$ cat src/rtl/mem_arb_pkg.sv
// rtl/mem_arb_pkg.sv - shared types and default parameters for the memory port arbiter
package mem_arb_pkg;
    localparam int DEF_ADDR_W    = 29;
    localparam int DEF_DATA_W    = 32;
    localparam int DEF_RETRY_GAP = 16;
    localparam int DEF_MAX_RETRY = 8;

    typedef enum logic [1:0] {
        IDLE  = 2'd0,
        ISSUE = 2'd1,
        WAIT  = 2'd2
    } state_t;

    typedef enum logic {
        OWN_D = 1'b0,
        OWN_I = 1'b1
    } owner_t;
endpackage

$ cat src/rtl/mem_arb_rr.sv
// rtl/mem_arb_rr.sv - two-way round-robin picker producing a one-hot grant {i, d}
module mem_arb_rr
    import mem_arb_pkg::*;
(
    input  logic       req_d,
    input  logic       req_i,
    input  owner_t     last_grant,
    output logic [1:0] grant
);
    always_comb begin
        grant = 2'b00;
        if (req_d && req_i) begin
            grant = (last_grant == OWN_D) ? 2'b10 : 2'b01;
        end else begin
            grant = {req_i, req_d};
        end
    end
endmodule

$ cat src/rtl/mem_port_arbiter.sv
// rtl/mem_port_arbiter.sv - arbitrates data and instruction ports onto a single memory port
// with one outstanding transaction, read retry on missing data and timeout error reporting.
module mem_port_arbiter
    import mem_arb_pkg::*;
#(
    parameter int ADDR_W    = DEF_ADDR_W,
    parameter int DATA_W    = DEF_DATA_W,
    parameter int RETRY_GAP = DEF_RETRY_GAP,
    parameter int MAX_RETRY = DEF_MAX_RETRY
) (
    input  logic              clk,
    input  logic              rst,
    input  logic              d_req,
    input  logic              d_we,
    input  logic [ADDR_W-1:0] d_addr,
    input  logic [DATA_W-1:0] d_wdata,
    output logic              d_ready,
    output logic              d_rvalid,
    output logic [DATA_W-1:0] d_rdata,
    output logic              d_err,
    input  logic              i_req,
    input  logic [ADDR_W-1:0] i_addr,
    output logic              i_ready,
    output logic              i_rvalid,
    output logic [DATA_W-1:0] i_rdata,
    output logic              i_err,
    output logic              mem_en,
    output logic [ADDR_W-1:0] mem_addr,
    output logic [DATA_W-1:0] mem_wdata,
    output logic              mem_read_req,
    output logic              mem_write_req,
    input  logic              mem_read_valid,
    input  logic [DATA_W-1:0] mem_read_data,
    input  logic              mem_read_ready,
    input  logic              mem_write_ready,
    input  logic              mem_stall,
    output logic              busy,
    output logic              timeout_err
);
    localparam int GW = $clog2(RETRY_GAP + 1);
    localparam int RW = $clog2(MAX_RETRY + 1);
    localparam logic [GW-1:0] GAP_LAST  = GW'(RETRY_GAP - 1);
    localparam logic [RW-1:0] RETRY_MAX = RW'(MAX_RETRY);

    state_t            state, state_nx;
    owner_t            owner, last_grant;
    logic              we_q;
    logic [ADDR_W-1:0] addr_q;
    logic [DATA_W-1:0] wdata_q;
    logic [GW-1:0]     wait_cnt;
    logic [RW-1:0]     retry_cnt;
    logic [1:0]        grant;
    logic              req_d_ok, req_i_ok;
    logic              gap_done;
    logic              resp_fire, resp_err;
    logic [DATA_W-1:0] resp_data;

    // A stalled memory side blocks new grants as well as strobes.
    assign req_d_ok = d_req & ~mem_stall;
    assign req_i_ok = i_req & ~mem_stall;

    mem_arb_rr u_rr (
        .req_d      (req_d_ok),
        .req_i      (req_i_ok),
        .last_grant (last_grant),
        .grant      (grant)
    );

    assign busy      = (state != IDLE);
    assign mem_en    = busy;
    assign mem_addr  = busy ? addr_q  : '0;
    assign mem_wdata = busy ? wdata_q : '0;
    assign gap_done  = (wait_cnt == GAP_LAST);

    always_ff @(posedge clk or posedge rst) begin
        if (rst) state <= IDLE;
        else     state <= state_nx;
    end

    always_comb begin
        state_nx      = state;
        d_ready       = 1'b0;
        i_ready       = 1'b0;
        mem_read_req  = 1'b0;
        mem_write_req = 1'b0;
        resp_fire     = 1'b0;
        resp_err      = 1'b0;
        resp_data     = '0;
        case (state)
            IDLE: begin
                if (!rst) begin
                    d_ready = grant[0];
                    i_ready = grant[1];
                    if (|grant) state_nx = ISSUE;
                end
            end
            ISSUE: begin
                if (!mem_stall) begin
                    if (we_q && mem_write_ready) begin
                        mem_write_req = 1'b1;
                        state_nx      = IDLE;
                    end else if (!we_q && mem_read_ready) begin
                        mem_read_req = 1'b1;
                        state_nx     = WAIT;
                    end
                end
            end
            WAIT: begin
                // Returned data wins over a retry-gap expiry in the same cycle.
                if (mem_read_valid) begin
                    resp_fire = 1'b1;
                    resp_data = mem_read_data;
                    state_nx  = IDLE;
                end else if (gap_done) begin
                    if (retry_cnt == RETRY_MAX) begin
                        resp_fire = 1'b1;
                        resp_err  = 1'b1;
                        state_nx  = IDLE;
                    end else begin
                        state_nx = ISSUE;
                    end
                end
            end
            default: state_nx = IDLE;
        endcase
    end

    always_ff @(posedge clk or posedge rst) begin
        if (rst) begin
            owner       <= OWN_D;
            last_grant  <= OWN_I;
            we_q        <= 1'b0;
            addr_q      <= '0;
            wdata_q     <= '0;
            wait_cnt    <= '0;
            retry_cnt   <= '0;
            d_rvalid    <= 1'b0;
            d_err       <= 1'b0;
            d_rdata     <= '0;
            i_rvalid    <= 1'b0;
            i_err       <= 1'b0;
            i_rdata     <= '0;
            timeout_err <= 1'b0;
        end else begin
            d_rvalid <= 1'b0;
            d_err    <= 1'b0;
            i_rvalid <= 1'b0;
            i_err    <= 1'b0;
            case (state)
                IDLE: begin
                    if (|grant) begin
                        owner      <= grant[1] ? OWN_I : OWN_D;
                        last_grant <= grant[1] ? OWN_I : OWN_D;
                        addr_q     <= grant[1] ? i_addr : d_addr;
                        wdata_q    <= grant[1] ? '0 : d_wdata;
                        we_q       <= grant[0] & d_we;
                        retry_cnt  <= '0;
                    end
                end
                ISSUE: wait_cnt <= '0;
                WAIT: begin
                    if (!mem_read_valid) begin
                        if (gap_done) begin
                            wait_cnt <= '0;
                            if (retry_cnt == RETRY_MAX) timeout_err <= 1'b1;
                            else                        retry_cnt   <= retry_cnt + 1'b1;
                        end else begin
                            wait_cnt <= wait_cnt + 1'b1;
                        end
                    end
                end
                default: ;
            endcase
            if (resp_fire) begin
                if (owner == OWN_D) begin
                    d_rvalid <= 1'b1;
                    d_err    <= resp_err;
                    d_rdata  <= resp_data;
                end else begin
                    i_rvalid <= 1'b1;
                    i_err    <= resp_err;
                    i_rdata  <= resp_data;
                end
            end
        end
    end
endmodule

$ cat config.mk
export PLATFORM = sky130hd
export DESIGN_NAME = mem_port_arbiter
export DESIGN_NICKNAME = d
export VERILOG_FILES = /design/src/rtl/mem_arb_pkg.sv /design/src/rtl/mem_arb_rr.sv /design/src/rtl/mem_port_arbiter.sv
export SDC_FILE = /design/constraint.sdc
export NUM_CORES = 1
export LEC_CHECK = 0
export CELL_PAD_IN_SITES_DETAIL_PLACEMENT = 2
export CELL_PAD_IN_SITES_GLOBAL_PLACEMENT = 2
export CORE_ASPECT_RATIO = 2
export CORE_MARGIN = 2
export CORE_UTILIZATION = 30
export CTS_BUF_LIST = sky130_fd_sc_hd__clkbuf_4 sky130_fd_sc_hd__clkbuf_8
export DETAILED_ROUTE_END_ITERATION = 7
export HOLD_SLACK_MARGIN = 0.05
export PLACE_DENSITY = 0.95
export SLEW_MARGIN = 15
export SYNTH_ARGS = -nofsm -noshare
export SYNTH_HDL_FRONTEND = slang
export SYNTH_HIERARCHICAL = 1
export SYNTH_SLANG_ARGS = --single-unit
$ cat constraint.sdc
create_clock -name clk -period 10.35 [get_ports clk]
set_clock_uncertainty 0.15 [all_clocks]
set_input_delay 2.07 -clock clk [delete_from_list [all_inputs] [get_ports clk]]
set_output_delay 2.07 -clock clk [all_outputs]
set_load 0.005 [all_outputs]
# Yosys cells after proc, flatten, opt, wreduce, memory -nomap -nowiden
# Cells that the tools add are included.
# classes
n_eq_ne	12
bitwise	6
muxes	51
reduce_logical	16
n_addsub	2
# op_table
cell	n
$mux 32	4
$mux 29	2
$mux 1	27
$mux 2	9
$mux 4	4
$ne 2x2->1 const B	6
$mux 5	2
$pmux 5 s2	1
$reduce_and 5->1	2
$pmux 4 s2	1
$reduce_and 2->1	4
$ne 3x3->1 const B	2
$pmux 2 s3	1
$reduce_bool 2->1	3
$add 5x1->5 const B	1
$eq 5x4->1 const B	1
$add 4x1->4 const B	1
$eq 4x4->1 const B	1
$reduce_and 4->1	1
$and 1x1->1	3
$logic_and 1x1->1	3
$not 1->1	3
$eq 2x1->1 const B	1
$eq 2x2->1 const B	1
3 further kinds	3
# totals
ff_bits	144
out_inout_bits	136
inputBits	131

# Logic depth before layout (Yosys ltp)
# depth
depth_word	8
mapped_depth	7
depth_no_buf	5

# By module
# Netlist, hierarchy kept.
# by_module_without_submodules
module	instances	seq_area_each_um2	area_per_inst_um2	cells_each
mem_port_arbiter	1	3604.7	6996.7	615
mem_arb_rr	1	0.0	18.8	3

# Worst setup path before layout
# No wires, ideal clock.
# synth_timing
path_kind	input-to-output
from	input rst
to	output i_ready
setup_slack_ps	2600
stages	2
n_path_buf	0
arrival_ps	5530
cell_sequence	inv_1 and3_1
# synth_between
elab_chain_len	2
# synth_rtl
item	line	text
start: declaration	mem_port_arbiter.sv:12	input logic rst,
$mux 1	mem_port_arbiter.sv:91	if (!rst) begin
$mux 1	mem_port_arbiter.sv:89	case (state)
end: declaration	mem_port_arbiter.sv:23	output logic i_ready,
# Every way passes these cells.

# Final worst setup path
# layout_timing
from	input mem_stall
to	output d_ready
# layout_between
elab_chain_len	6
elab_cells_between_ends	7
# layout_rtl
item	line	text
start: declaration	mem_port_arbiter.sv:36	input logic mem_stall,
$not 1->1 (*)	mem_port_arbiter.sv:59	assign req_d_ok = d_req & ~mem_stall;
$and 1x1->1 (*)	mem_port_arbiter.sv:59	
named net req_d_ok	mem_port_arbiter.sv:53	logic req_d_ok, req_i_ok;
$logic_and 1x1->1	mem_arb_rr.sv:12	if (req_d && req_i) begin
$mux 2 (*)	mem_arb_rr.sv:12	
named net grant[0]	mem_port_arbiter.sv:52	logic [1:0] grant;
$mux 1 (*)	mem_port_arbiter.sv:91	
$mux 1 (*)	mem_port_arbiter.sv:89	
end: declaration	mem_port_arbiter.sv:17	output logic d_ready,
# Mark *: on every way through the listed nets, which the timed path passes. The rest lies on a longest branch.

==> flow_summary.json <==
{
  "outcome": "finished clean",
  "root_buffer": "clkbuf_8",
  "final_core_util_pct": 44.7,
  "place.port_buffers": 266,
  "grt_pass1_vias": 6756,
  "insertion_delay_ps": 460,
  "drv_cap": 0,
  "grt_pass1_wl_um": 38400,
  "cts_resized": 0,
  "placed_cell_area_um2": 9950,
  "cts_setup_buffers": 0,
  "cts_tree": "done",
  "multiInputGateArea_um2": 3230,
  "synthCells": 618,
  "drt-vias-per-instance": 5.08,
  "finalHoldViolations": 0,
  "coreArea_um2": 23100,
  "start_util_pct": 30.3,
  "die_y_um": 220,
  "ys_ff_latch": 144,
  "cts_buffer_depth": 2,
  "crit_type": "input pin to primary output",
  "place.gp.congestion": 0.758,
  "slew-limit-headroom_pct": 40.5,
  "tightest_slew_ps": 893,
  "fillers": 2380,
  "crit_required_ps": 8130,
  "vdd_drop_max_mv": 0.111,
  "fin_tns_setup_ps": 0,
  "synth_ff_type": "dfrtp_1",
  "num_rows": 79,
  "power_density_nw_per_um2": 195,
  "die_w_um": 112,
  "dpl.hpwl_um": 17700,
  "worstSetupStartpointType": "input pin",
  "final.min_clock_period_ps": 6680,
  "rsz0062_at_grt": "no",
  "power.leakage_uw": 0.00393,
  "reg2reg_slack_ps": 7610,
  "grt.met3_usage_pct": 3.94,
  "postSynthNetCount": 752,
  "antenna_left": 0,
  "use_met2_pct": 39.9,
  "worst-path-max-fanout": 5,
  "dp_cells": 1128,
  "clock_sinks": 144,
  "cts.clk_slew.worst_paths_ps": 70,
  "top_usage_layer": "met2",
  "die-area_um2": 24700,
  "area_delta_synth_final_pct": 47.3,
  "slew_violations": 0,
  "setup-violations-final": 0,
  "ys_types": 47,
  "grt_max_degree": 96,
  "arrival_ps": 4460,
  "dr.pass1.iters": 4,
  "final_nets": 998,
  "drt-wirelength-per-cell_um": 21.0,
  "ys_warn_count": 6,
  "grt_use_met1_pct": 19.7,
  "fin_crit_sh_pct": 64.6,
  "synth_edf_count": 0,
  "cts_buffers": 17,
  "hold_class": "flop to flop",
  "htreeDepth": 4,
  "overflow": 0,
  "vias": 5901,
  "pin_count": 267,
  "ctsHoldBuffers": 0,
  "antenna_found_initial": 1,
  "synthArstFlopShare_pct": 100,
  "instances_no_fill": 1162,
  "syn-cell-area_um2": 7020,
  "fin_area_um2": 10300,
  "drtIter0Drc": 178,
  "drc": 0,
  "critPathCaptureType": "primary output",
  "gr-usage-all-layers_pct": 20.1,
  "seq_area_um2": 3600,
  "drt-total-wl_um": 24400,
  "total_power_uw": 2010,
  "syn_avg_cell_area_um2": 11.4,
  "yosysSeqAreaShare_pct": 51.4,
  "drive_gt1_share_pct": 13.5,
  "fmax_ghz": 0.150
}
==> worst max-delay path, cell delays in order <==
cell,delay [ps]
clkdlybuf4s50_1,480
nor2b_1,270
a21boi_1,460
or3b_2,560
nor2_1,120
clkdlybuf4s50_1,510
==> placed cells by master, fill, tap and decap left out, types with 4 or more instances in the layout <==
master / n
a21o_1: 65
a21oi_1: 4
a22o_1: 34
and2_1: 94
buf_4: 9
clkbuf_4: 6
clkbuf_8: 20
clkdlybuf4s50_1: 266
dfrtp_1: 143
inv_1: 4
mux2_2: 64
mux2i_1: 30
nand2_1: 6
nand3_1: 5
nor2b_1: 5
o21ai_0: 61
==> cell type report <==
type | count | share of cell area (%)
tap | 283 | 3.43
clock buffer | 26 | 3.10
antenna | 2 | 0.0484
sequential | 144 | 34.9
multi-input combinational | 420 | 31.3
timing repair buffer | 275 | 26.4
clock inverter | 6 | 0.581
inverter | 6 | 0.266
==> synthesized netlist by cell type, types with 5 or more instances <==
cell type | number | area (um2)
mux2_2 | 64 | 721
a21o_1 | 65 | 488
and2_1 | 94 | 588
dfrtp_1 | 143 | 3580
buf_2 | 13 | 65.1
a22o_1 | 34 | 298
nor2b_1 | 5 | 31.3
clkbuf_1 | 31 | 116
nand3_1 | 5 | 25.0
mux2i_1 | 30 | 300
nand2_1 | 6 | 22.5
a21oi_1 | 5 | 25.0
inv_1 | 6 | 22.5
o21ai_0 | 61 | 305
==> kinds of logic (layout without fill, tap and decap cells) <==
logic type      after synthesis  count (layout)  synth area share (%)
flops                       144             144                  51.4
simple gates                140             140                  12.5
mux                          94              94                  14.6
compound gates              183             183                  17.8
other cells                   0               2                     0
buf+inv                      54             313                  3.17
fa+ha+maj                     3               3                 0.535
==> sequential cells by signal (all words and copies together), names as in the netlist, 2 cells and up <==
register,cells
retry_cnt,4
i_rdata,32
state,2
d_rdata,32
addr_q,29
wdata_q,32
wait_cnt,5
==> path summary, 6_finish.rpt <==
check | startpoint | cells past startpoint | to
max | mem_stall | 6 | d_ready
min | timeout_err | 1 | timeout_err
max reg2reg | state[0] | 5 | addr_q[16]
min reg2reg | timeout_err | 1 | timeout_err
max in group asynchronous | rst | 3 | retry_cnt[2]
min in group asynchronous | rst | 2 | state[0]
==> power breakdown <==
part           switching (uW)  leakage (uW)  internal (uW)  total, uW
logic                     335       0.00212            426        760
clock network             218      0.000198            224        443
registers                 101       0.00160            710        811
total                     654       0.00393           1360       2010
==> per-stage QoR <==
| step | hold slack (ps) | setup slack [ps] |
|---|---|---|
| finish | 339 | 3670 |
| global route | 360 | 3550 |
| CTS | 337 | 3650 |
| detailed placement | 319 | 3670 |
| global placement | 308 | 3750 |
| floorplan | 315 | 2600 |
==> per-layer routing <==
metal / wire [um] / vias to the layer above
met5: 0 / -
met4: 878 / 0
met3: 985 / 44
met2: 14300 / 190
met1: 8220 / 2972
li1: - / 2695
(Power assumes the default switching activity.)
